<file path="src/rtl/sha1_msg_sched.sv">
// SHA-1 message schedule: loads 16 message words into a circular buffer, then
// streams W_0..W_{ROUNDS-1} with valid/ready handshakes on both sides.
module sha1_msg_sched #(
   parameter int unsigned ROUNDS = 80
) (
   input  logic        clk,
   input  logic        r_n,
   input  logic        clr,
   input  logic        in_valid,
   output logic        in_ready,
   input  logic [31:0] in_word,
   output logic        out_valid,
   input  logic        out_ready,
   output logic [31:0] out_word,
   output logic [6:0]  out_idx,
   output logic        out_last
);

   localparam int unsigned WW    = 32;
   localparam int unsigned IW    = 7;
   localparam int unsigned AW    = 4;
   localparam int unsigned DEPTH = 16;

   typedef enum logic {LOAD, EXPAND} state_e;

   state_e          state_q, state_d;
   logic [AW-1:0]   load_cnt_q, load_cnt_d;
   logic [IW-1:0]   t_q, t_d;
   logic [WW-1:0]   mem_q [DEPTH];

   logic            wr_en;
   logic [AW-1:0]   wr_idx;
   logic [WW-1:0]   wr_data;

   logic [AW-1:0]   t_lo, idx3, idx8, idx14;
   logic [WW-1:0]   mix, expand_word;
   logic            is_expand, is_last, in_fire;

   // Tap indices wrap in 4 bits; (t-16)%16 is simply t%16.
   assign t_lo        = t_q[AW-1:0];
   assign idx3        = AW'(t_lo - AW'(3));
   assign idx8        = AW'(t_lo - AW'(8));
   assign idx14       = AW'(t_lo - AW'(14));
   assign mix         = mem_q[idx3] ^ mem_q[idx8] ^ mem_q[idx14] ^ mem_q[t_lo];
   assign expand_word = {mix[WW-2:0], mix[WW-1]};
   assign is_expand   = (t_q >= IW'(DEPTH));
   assign is_last     = (t_q == IW'(ROUNDS - 1));

   assign in_ready  = (state_q == LOAD);
   assign out_valid = (state_q == EXPAND);
   assign out_idx   = t_q;
   assign out_word  = is_expand ? expand_word : mem_q[t_lo];
   assign out_last  = out_valid & is_last;
   assign in_fire   = in_valid & in_ready;

   always_comb begin
      state_d    = state_q;
      load_cnt_d = load_cnt_q;
      t_d        = t_q;
      wr_en      = 1'b0;
      wr_idx     = load_cnt_q;
      wr_data    = in_word;
      if (clr) begin
         state_d    = LOAD;
         load_cnt_d = '0;
         t_d        = '0;
      end else if (state_q == LOAD) begin
         if (in_fire) begin
            wr_en      = 1'b1;
            load_cnt_d = AW'(load_cnt_q + AW'(1));
            if (load_cnt_q == AW'(DEPTH - 1)) begin
               state_d    = EXPAND;
               load_cnt_d = '0;
               t_d        = '0;
            end
         end
      end else begin
         if (out_ready) begin
            t_d = IW'(t_q + IW'(1));
            // Expanded words overwrite the oldest slot, which is no longer needed.
            if (is_expand) begin
               wr_en   = 1'b1;
               wr_idx  = t_lo;
               wr_data = expand_word;
            end
            if (is_last) begin
               state_d = LOAD;
               t_d     = '0;
            end
         end
      end
   end

   always_ff @(posedge clk or negedge r_n) begin
      if (!r_n) begin
         state_q    <= LOAD;
         load_cnt_q <= '0;
         t_q        <= '0;
      end else begin
         state_q    <= state_d;
         load_cnt_q <= load_cnt_d;
         t_q        <= t_d;
      end
   end

   // Buffer carries no reset; its contents only matter after a full load.
   always_ff @(posedge clk) begin
      if (wr_en) begin
         mem_q[wr_idx] <= wr_data;
      end
   end

endmodule

</file>
<file path="config.mk">
export PLATFORM = sky130hd
export DESIGN_NAME = sha1_msg_sched
export DESIGN_NICKNAME = d
export VERILOG_FILES = /design/src/rtl/sha1_msg_sched.sv
export SDC_FILE = /design/constraint.sdc
export NUM_CORES = 1
export LEC_CHECK = 0
export BUFFER_PORTS_ARGS = -buffer_cell sky130_fd_sc_hd__buf_2
export CORE_ASPECT_RATIO = 0.8
export CORE_MARGIN = 10
export CORE_UTILIZATION = 55
export CTS_BUF_LIST = sky130_fd_sc_hd__clkbuf_8
export CTS_CLUSTER_DIAMETER = 50
export DETAILED_ROUTE_END_ITERATION = 7
export HOLD_SLACK_MARGIN = 0.06
export PLACE_DENSITY_LB_ADDON = 0.1
export SYNTH_ARGS = -nofsm -noshare
export SYNTH_HDL_FRONTEND = slang
export SYNTH_SLANG_ARGS = --single-unit
</file>
<file path="constraint.sdc">
create_clock -name clk -period 3.8 [get_ports clk]
set_input_delay 0.19 -clock clk [delete_from_list [all_inputs] [get_ports clk]]
set_output_delay 0.19 -clock clk [all_outputs]
set_load 0.01 [all_outputs]
</file>
# Yosys cells after proc, flatten, opt, wreduce, memory -nomap -nowiden
# Memories as Yosys holds them, arrays and structs flattened.
# Index checks and enable logic that the tools add are counted.
# classes
n_reduce_logical	5
n_addsub	5
bitwise	6
eq_ne	4
n_mux	32
shifts	0
div_mod_pow	0
n_mul	0
order_cmp	1
# op_table
cell	count
$mux W32	5
$xor A32 B32 Y32	3
$mux W7	6
$mux W4	8
$mux W1	13
$sub A4 B4 Y4 const B	2
$add A7 B1 Y7 const B	1
$eq A7 B7 Y1 const B	1
$ge A7 B5 Y1 const B	1
$reduce_bool A3 Y1	2
$add A4 B1 Y4 const B	1
$eq A4 B4 Y1 const B	1
$sub A4 B2 Y4 const B	1
$ne A3 B3 Y1 const B	1
$reduce_and A3 Y1	1
$and A1 B1 Y1	2
$ne A2 B2 Y1 const B	1
$reduce_and A2 Y1	1
$reduce_bool A2 Y1	1
$not A1 Y1	1
# totals
out_inout_bits	42
register_bits	12
word_cells	57
n_memories	1
rom_bits	0
latch_bits	0
in_bits	37
mem_bits_rw	512
# memory_table
name	depth	word_bits	read_ports	rd_ports_with_merged_regs	wr	line_no	rtl
mem_q	16	32	4	0	1	29	logic [WW-1:0] mem_q [DEPTH];

# Logic depth before layout (Yosys ltp)
# Gate-level depths: netlist of the first run.
# An unclocked memory read counts as a cell.
# logic_depth
depth_word	9
mapped_depth	15
mapped_depth_nobuf	9

# Worst setup path after synthesis of the first run
# No wires, ideal clock.
# synth_path
path_type	reg2reg
start	register t_q[2], in the netlist out_idx[2]
end	memory mem_q[0][11], data pin
path_buffers	6
required_ns	3.516
setup_ns	0.284
path_stages_with_launch	14
period_less_slack_ns	4.066
slack_ns	-0.266
arrival_ns	3.782
cell_sequence	dfrtp_1 buf_2 clkinv_1 buf_2 buf_1 ha_1 buf_2 buf_2 clkbuf_1 mux4_2 mux4_2 xnor2_1 xnor2_1 o21ai_1
# synth_between
elab_chain_len	9
elab_cells_between_ends	12
cone_classes	add/sub (3); order compare (1); mux (4); bitwise (3); memory (1)
# synth_lines
element	line_no	rtl
start, declared	28	logic [IW-1:0] t_q, t_d;
start signal, assigned	102	t_q <= t_d;
$sub A4 B2 Y4 or $sub A4 B4 Y4 (tied branches)	41, 42	
$mem_v2 Z16 W32	-	
$xor A32 B32 Y32 (3 in a row)	44	assign mix = mem_q[idx3] ^ mem_q[idx8] ^ mem_q[idx14] ^ mem_q[t_lo];
$mux W32 *	81	if (is_expand) begin
$mux W32 *	78	if (out_ready) begin
$mux W32 *	67	end else if (state_q == LOAD) begin
$mux W32 *	63	if (clr) begin
named net wr_data[11]	33	logic [WW-1:0] wr_data;
end, declared	29	
# The timed path passes the listed nets; every way through them passes the cells marked *.

# Worst setup path after layout of the first run
# layout_path
start	register t_q[0], in the netlist out_idx[0]
end	output port out_word[11]
# layout_between
elab_chain_len	6
elab_cells_between_ends	9
cone_classes	add/sub (3); order compare (1); mux (1); bitwise (3); memory (1)
# layout_lines
element	line_no	rtl
$sub A4 B2 Y4 or $sub A4 B4 Y4 (tied branches)	41, 42	
$mem_v2 Z16 W32	-	
$xor A32 B32 Y32 (3 in a row)	44	
$mux W32 *	52	assign out_word = is_expand ? expand_word : mem_q[t_lo];
end, declared	14	output logic [31:0] out_word,
# Every way passes the cells marked *; elsewhere a longest branch is shown, timed or not.

==> results of run 1 <==
worst paths after layout:
| check | to | start | cells past startpoint | slack, ps |
|---|---|---|---|---|
| worst min register to register | out_idx[6] | out_idx[6] | 1 | 570 |
| worst max-delay path | out_word[11] | out_idx[0] | 11 | -190 |
| worst min-delay path | mem_q[12][21] | in_word[21] | 3 | 120 |
| max in group asynchronous | out_idx[1] | r_n | 3 | 2820 |
| min in group asynchronous | load_cnt_q[3] | r_n | 3 | 560 |
| worst max register to register | mem_q[2][21] | out_idx[0] | 11 | 110 |
timing repair:
action	4_1_cts	5_1_grt
setup endpoints to repair	32	32
hold endpoints to repair	316	0
setup buffers	27	19
cloned	15	4
pin swaps	19	37
hold buffers	27	0
resized for setup	98	52
state kept, by name, summed over array words and instances, names as in the netlist:
signal      flops
load_cnt_q      4
out_valid       1
mem_q         512
out_idx         7
synthesized netlist by cell type (all sizes together), types with 3 or more instances:
cell    number  area share
a21oi       47      0.0079
a31oi        5      0.0011
buf        103       0.021
clkbuf      31      0.0039
dfrtp       12       0.010
edfxtp     512        0.52
ha           5      0.0021
inv          4     0.00050
mux2i       84       0.029
mux4       439        0.33
nand2      123       0.016
nand2b       5      0.0011
nand3       10      0.0017
nor2        60      0.0076
nor2b        5      0.0011
nor3         5     0.00084
nor3b        3     0.00076
o21ai       34      0.0057
o22ai       12      0.0025
o31ai        4      0.0010
or2          3     0.00063
xnor2      101       0.030
xor2        16      0.0047
kinds of logic after synthesis:
logic type | count (synthesis) | share of synthesized area
XOR/XNOR | 117 | 0.0344
AO/OA/AOI/OAI | 106 | 0.0194
flip-flops | 524 | 0.526
AND/OR/NAND/NOR | 222 | 0.0310
multiplexers | 525 | 0.361
adder cells (fa/ha/maj) | 5 | 0.00210
buffers and inverters | 140 | 0.0252
metal layers:
metal	vias up	track usage	part of all wire
li1	7394	-	-
met2	1196	0.425	0.48
met1	9535	0.364	0.37
met4	0	0.0830	0.029
met3	175	0.0760	0.12
met5	-	0	0
power by group:
part	switching (mW)	total [mW]	internal [mW]	leakage [nW]
combinational	0.266	0.456	0.190	5.94
clock	2.27	4.51	2.24	0.870
sequential	0.0216	6.40	6.38	4.77
worst max-delay path: cells and delay by family, from the launching register on:
family | cells | cell delay [ps]
AOI/OAI and AO/OA | 1 | 130
xor gates and xnor gates | 2 | 450
adders and majority gates | 1 | 350
buffers and inverters | 5 | 700
DFF | 1 | 470
muxes | 2 | 1000
stage by stage:
stage | util | setup slack, ps | area (um^2) | TNS [ps] | power (mW)
6_report | 0.656 | -189 | 35300 | -2990 | 11.4
5_1_grt | 0.656 | -291 | 35300 | -6340 | 11.8
3_3_place_gp | 0.591 | 212 | 31700 | 0 | 6.91
4_1_cts | 0.646 | -234 | 34700 | -4190 | 11.4
2_1_floorplan | - | 58.1 | 29900 | 0 | 6.73
3_5_place_dp | 0.591 | 119 | 31700 | 0 | 6.92
final cells by class:
class | count | area [um^2] | area share
Tap cell | 702 | 878 | 0.0249
Clock inverter | 62 | 327 | 0.00926
Inverter | 6 | 27.5 | 0.000781
Clock buffer | 86 | 1180 | 0.0336
Multi-Input combinational cell | 975 | 14200 | 0.403
Sequential cell | 524 | 15700 | 0.445
Timing Repair Buffer | 263 | 2940 | 0.0835
==> key figures, run 1 <==
Run status
  – Status: finished with violations
  – Failing checks: setup timing

Global routing
  – First-pass GRT wire length: 126,000 um
  – Gr usage total: 0.270
  – Vias in the first global route: 18,541
  – Pin count of the biggest net entering global routing: 94
  – Grt ovf: 0
  – Initial antenna violation count: 0

Die
  – # IOs: 79
  – Core area: 53,700 um^2
  – Height of the chip: roughly 230 um
  – Die area: roughly 64,000 um^2
  – Rows: 76
  – Starting density of the core: 0.554
  – Die Wd: around 280 um

Synthesis
  – Post-Syn Instances: 1,639
  – Synth Flop Type: edfxtp_1
  – Avg Cell Area, Syn: roughly 18 um^2
  – Synthesized area: 29,800 um^2
  – Post-synth cell types: between 40 and 50
  – Synth warn: 0
  – Post-synthesis net count: around 1,700
  – EDFF count, synth: ~510
  – Seq/Total Area, Yosys: 0.526
  – Ys async rst share: 0.0229
  – #FFs+latches synth: 524

Power and ir drop
  – Pwr dens: 322 nW/um^2
  – Maximum vdd drop: 0.278 mV
  – Leak Pwr: 11.6 nW

Setup path
  – CP Class: flop to output pin
  – WP data required: 3610 ps
  – CP Cell Sequence: inv_4, ha_4, buf_12, buf_12, buf_16, mux4_2, mux4_2, xnor2_2, xnor2_2, a21oi_2, buf_2
  – CP peak stage delay: between 500 and 600 ps
  – Slowest CP cell: mux4_2
  – Crit path capture type: output pin
  – Crit path launch type: flop
  – WP data arrival: 3800 ps
  – Crit-path max FO: 6

STA
  – Unrepaired setup endpoints after global routing: yes
  – Worst Max-Slew Pin Slew: between 800 and 900 ps
  – Min Tclk post-route: 3990 ps
  – Period utilization: 1.05
  – Hold Fails Final Rpt: 0
  – Peak Freq: 251 MHz
  – Max transition margin: 0.434
  – Setup WS post-layout: -189 ps
  – Final slew viol count: 0
  – Final count of negative-setup-slack endpoints: 28
  – Worst clock skew: 39.9 ps
  – Hold WS: ~120 ps

Cells and area
  – Layout Nets: 1,894
  – Most frequent cells in the layout: edfxtp_1 (512), mux4_2 (439), nand2_1 (122)
  – Number of diodes: 0
  – Layout cell share with drive strength beyond 1: 0.489
  – # fillers: 3,571
  – Final Non-Filler Cells: 2,618
  – Leading cell type in the layout, fill and taps excluded: edfxtp_1
  – Layout area overhead: 18.4%

Min path
  – HP Class: input port to flop

Routing
  – Routed len/inst: 32.9 um
  – Via Count: 18,300
  – Number of DRC markers in iteration 0: approximately 2,300
  – WL final: 86,100 um
  – DR DRC count: 0
  – Drt first pass iters: 7
  – Final ANT Viol Nets: 0
  – Vias per std cell: 6.99

Clocking
  – CTS tree: built
  – H-tree Lvls: 3
  – CTS Buf Count: 82
  – CTS Buffer Depth: 3
  – Clock-pin slew on the worst setup and hold paths: around 70 ps
  – Clk sink count: about 520
  – Clock latency on the worst-skew pair: 710 ps
  – Root Buffer: clkbuf_8

Run
  – Max_cap viols: 0

Place
  – Routability Congestion: 0.830
  – Dpl cells: 2,379
  – Port buffer count: 78
  – Post-DP HPWL: approximately 50,000 um
No activity file was read; power rests on OpenSTA's default activity.
==> run 2: changes to the inputs <==
Settings changed: CORE_ASPECT_RATIO 0.8 to 0.5, CORE_UTILIZATION 55 to 29.
==> run 2 against run 1 <==
Net effect:
- the flow still finishes with violations (setup timing)
- sequential share of layout area down 1.2 points
- maximum frequency is 2.3% lower
- worst hold slack improved by 54 ps
- routed wire length rose by 19%
- global-route usage down 9.7 points
- utilization down 30 points
- power rose by 1.5%
- combinational power grew 7.2%
- largest power group unchanged
- first-iteration DRC count shrank 20%
- final area grew 2.8%
- setup slack worse by 94 ps
- highest routed layer unchanged
==> key figures, run 2 (synthesis results as in run 1) <==
Run status
  – Status: finished with violations (unchanged)
  – Failing checks: setup timing (unchanged)

Setup path
  – WP data required: 3610 ps (about the same)
  – CP Class: flop to output pin (unchanged)
  – Slowest CP cell: mux4_2 (unchanged)
  – Top delay family on crit path: multiplexers (unchanged)
  – CP peak stage delay: 510 ps (about the same)
  – Crit path launch type: flop (unchanged)
  – WP buf/inv: 6 (was 5)
  – Crit-path max FO: 6 (unchanged)
  – R2r setup slk: 120 ps (was 110 ps)
  – Crit Reg-Reg Startpoint: out_idx[1] (was out_idx[0])
  – Crit path capture type: output pin (unchanged)
  – FF-to-FF path depth: 10 (was 11)
  – WP data arrival: 3890 ps (was 3800 ps)
  – RR Endpoint: mem_q[15][21] (was mem_q[2][21])
  – CP Cell Sequence: inv_4, ha_4, buf_12, buf_16, buf_12, mux4_2, mux4_2, xnor2_2, xnor2_2, buf_4, a21oi_2, buf_2 (was inv_4, ha_4, buf_12, buf_12, buf_16, mux4_2, mux4_2, xnor2_2, xnor2_2, a21oi_2, buf_2)

STA
  – Period utilization: 1.07 (was 1.05)
  – Final count of negative-setup-slack endpoints: 32 (was 28)
  – Setup WS post-layout: -283 ps (was -189 ps)
  – Min Tclk post-route: 4080 ps (was 3990 ps)
  – Unrepaired setup endpoints after global routing: yes (unchanged)
  – Final slew viol count: 0 (unchanged)
  – Worst Max-Slew Pin Slew: 1040 ps (was 849 ps)
  – Hold Fails Final Rpt: 0 (unchanged)
  – Max transition margin: 0.306 (was 0.434)
  – Peak Freq: 245 MHz (was 251 MHz)
  – Worst clock skew: 45.7 ps (was 39.9 ps)

Cells and area
  – Layout area overhead: 21.7% (was 18.4%)
  – Layout Nets: 1,921 (was 1,894)
  – Leading cell type in the layout, fill and taps excluded: edfxtp_1 (unchanged)
  – Layout cell share with drive strength beyond 1: 0.481 (was 0.489)
  – Post-layout util: 0.359 (was 0.656)
  – Most frequent cells in the layout: edfxtp_1 (512), mux4_2 (439), nand2_1 (122) (unchanged)
  – Biggest register: mem_q (unchanged)
  – Number of flip-flops in the largest register: 512 (unchanged)

Clocking
  – H-tree Lvls: 3 (unchanged)
  – Clock-pin slew on the worst setup and hold paths: 70 ps (about the same)
  – CTS tree: built (unchanged)
  – CTS Buf Count: 86 (was 82)
  – Clock latency on the worst-skew pair: 760 ps (was 710 ps)
  – Clk sink count: 524 (unchanged)
  – CTS Buffer Depth: 3 (unchanged)
  – Root Buffer: clkbuf_8 (unchanged)

Die
  – Rows: 82 (was 76)
  – Height of the chip: 247 um (was 228 um)
  – Die area: 117,000 um^2 (was 63,900 um^2)
  – Core area: 101,000 um^2 (was 53,700 um^2)
  – Starting density of the core: 0.295 (was 0.554)
  – # IOs: 79 (unchanged)
  – Die Wd: 473 um (was 280 um)

Power and ir drop
  – Total power: 11.5 mW (was 11.4 mW)
  – Pwr dens: 318 nW/um^2 (was 322 nW/um^2)
  – Maximum vdd drop: 0.237 mV (was 0.278 mV)
  – Leak Pwr: 11.7 nW (was 11.6 nW)

Min path
  – HP Class: input port to flop (unchanged)
  – Hold endpoint: mem_q[12][21] (unchanged)
  – Hold Startpoint: in_word[21] (unchanged)
  – Worst hold stages: 3 (unchanged)

Global routing
  – Gr usage total: 0.173 (was 0.270)
  – Pin count of the biggest net entering global routing: 73 (was 94)
  – Grt ovf: 0 (unchanged)
  – First-pass GRT wire length: 146,000 um (was 126,000 um)
  – Vias in the first global route: 19,430 (was 18,541)
  – Initial antenna violation count: 1 (was 0)

Place
  – Routability Congestion: 0.801 (was 0.830)
  – Port buffer count: 78 (unchanged)
  – Post-DP HPWL: 59,900 um (was 49,800 um)
  – Setup slack at placement: 78.2 ps (was 119 ps)

Routing
  – Drt first pass iters: 5 (was 7)
  – Via Count: 18,533 (was 18,300)
  – Number of DRC markers in iteration 0: 1,800 (was 2,263)
  – WL final: 103,000 um (was 86,100 um)
  – Final ANT Viol Nets: 0 (unchanged)
  – Vias per std cell: 5.64 (was 6.99)
  – Routed len/inst: 31.3 um (was 32.9 um)
  – DR DRC count: 0 (unchanged)

Run
  – Max_cap viols: 0 (unchanged)
run 2: cell types whose count changed in the layout (fill, tap and decap cells not counted), sizes merged, moves of 2 or more:
cell         previous run  this run
dlygate4sd3            27        31
buf                   227       249
clkinv                 27        24
clkbuf                 90        92
bufbuf                  5         3
run 2: report_power, final:
group          switching [mW]  leakage [nW]  internal, mW
Combinational           0.283          6.12         0.206
Clock                    2.40         0.855          2.24
Sequential             0.0233          4.77          6.38
run 2: final cells by class:
type,count,area [um^2]
clock inverter,59,298
sequential,524,15700
fill,9451,64700
tap,1344,1680
antenna,1,2.50
clock buffer,89,1220
multi-input combinational,975,14100
inverter,6,27.5
timing repair buffer,286,3210
run 2: routing by layer:
layer  vias up  part of all wire  global-route usage
met3       152             0.070              0.0356
met1     10122              0.45               0.245
met2       811              0.46               0.269
li1       7448                 -                   -
met4         0             0.023              0.0472
met5         -                 0                   0
run 2: worst max-delay path by stage:
stage                    to        from  depth (start not counted)  slack, ps
2_1_floorplan  mem_q[0][11]  out_idx[0]                         13         60
3_3_place_gp    out_word[4]  out_idx[1]                         11        130
3_5_place_dp    out_word[4]  out_idx[1]                         11         80
4_1_cts         out_word[7]  out_idx[1]                         11       -450
5_1_grt         out_word[7]  out_idx[1]                         11       -430
6_report        out_word[3]  out_idx[1]                         12       -280
run 2: worst reg2reg max path, cell delays in order, from the launching register on:
cell     delay, ps
dfrtp_4        470
inv_4           50
ha_4           340
buf_12         140
buf_12         140
buf_4          160
mux4_2         500
mux4_2         510
xnor2_2        170
xnor2_2        140
o21ai_2        670
run 2: repair_timing:
action	in CTS	in global routing
endpoints found under the hold margin	392	30
hold buffers	29	2
pin swaps	42	34
resized for setup	105	46
endpoints found under the setup margin	32	112
buffers inserted	37	22
cloned	11	3
run 2: through the flow:
| stage | instance area [um^2] | TNS (ps) | hold WS, ps | instances |
|---|---|---|---|---|
| final | 36300 | -6180 | 176 | 3284 |
| after global placement | 32700 | 0 | 93.8 | 3038 |
| after detailed placement | 32700 | 0 | 108 | 3038 |
| after global routing | 36300 | -11840 | 96.2 | 3284 |
| after floorplan | 29900 | 0 | -106 | 1639 |
| after CTS | 35800 | -11250 | 62.4 | 3262 |
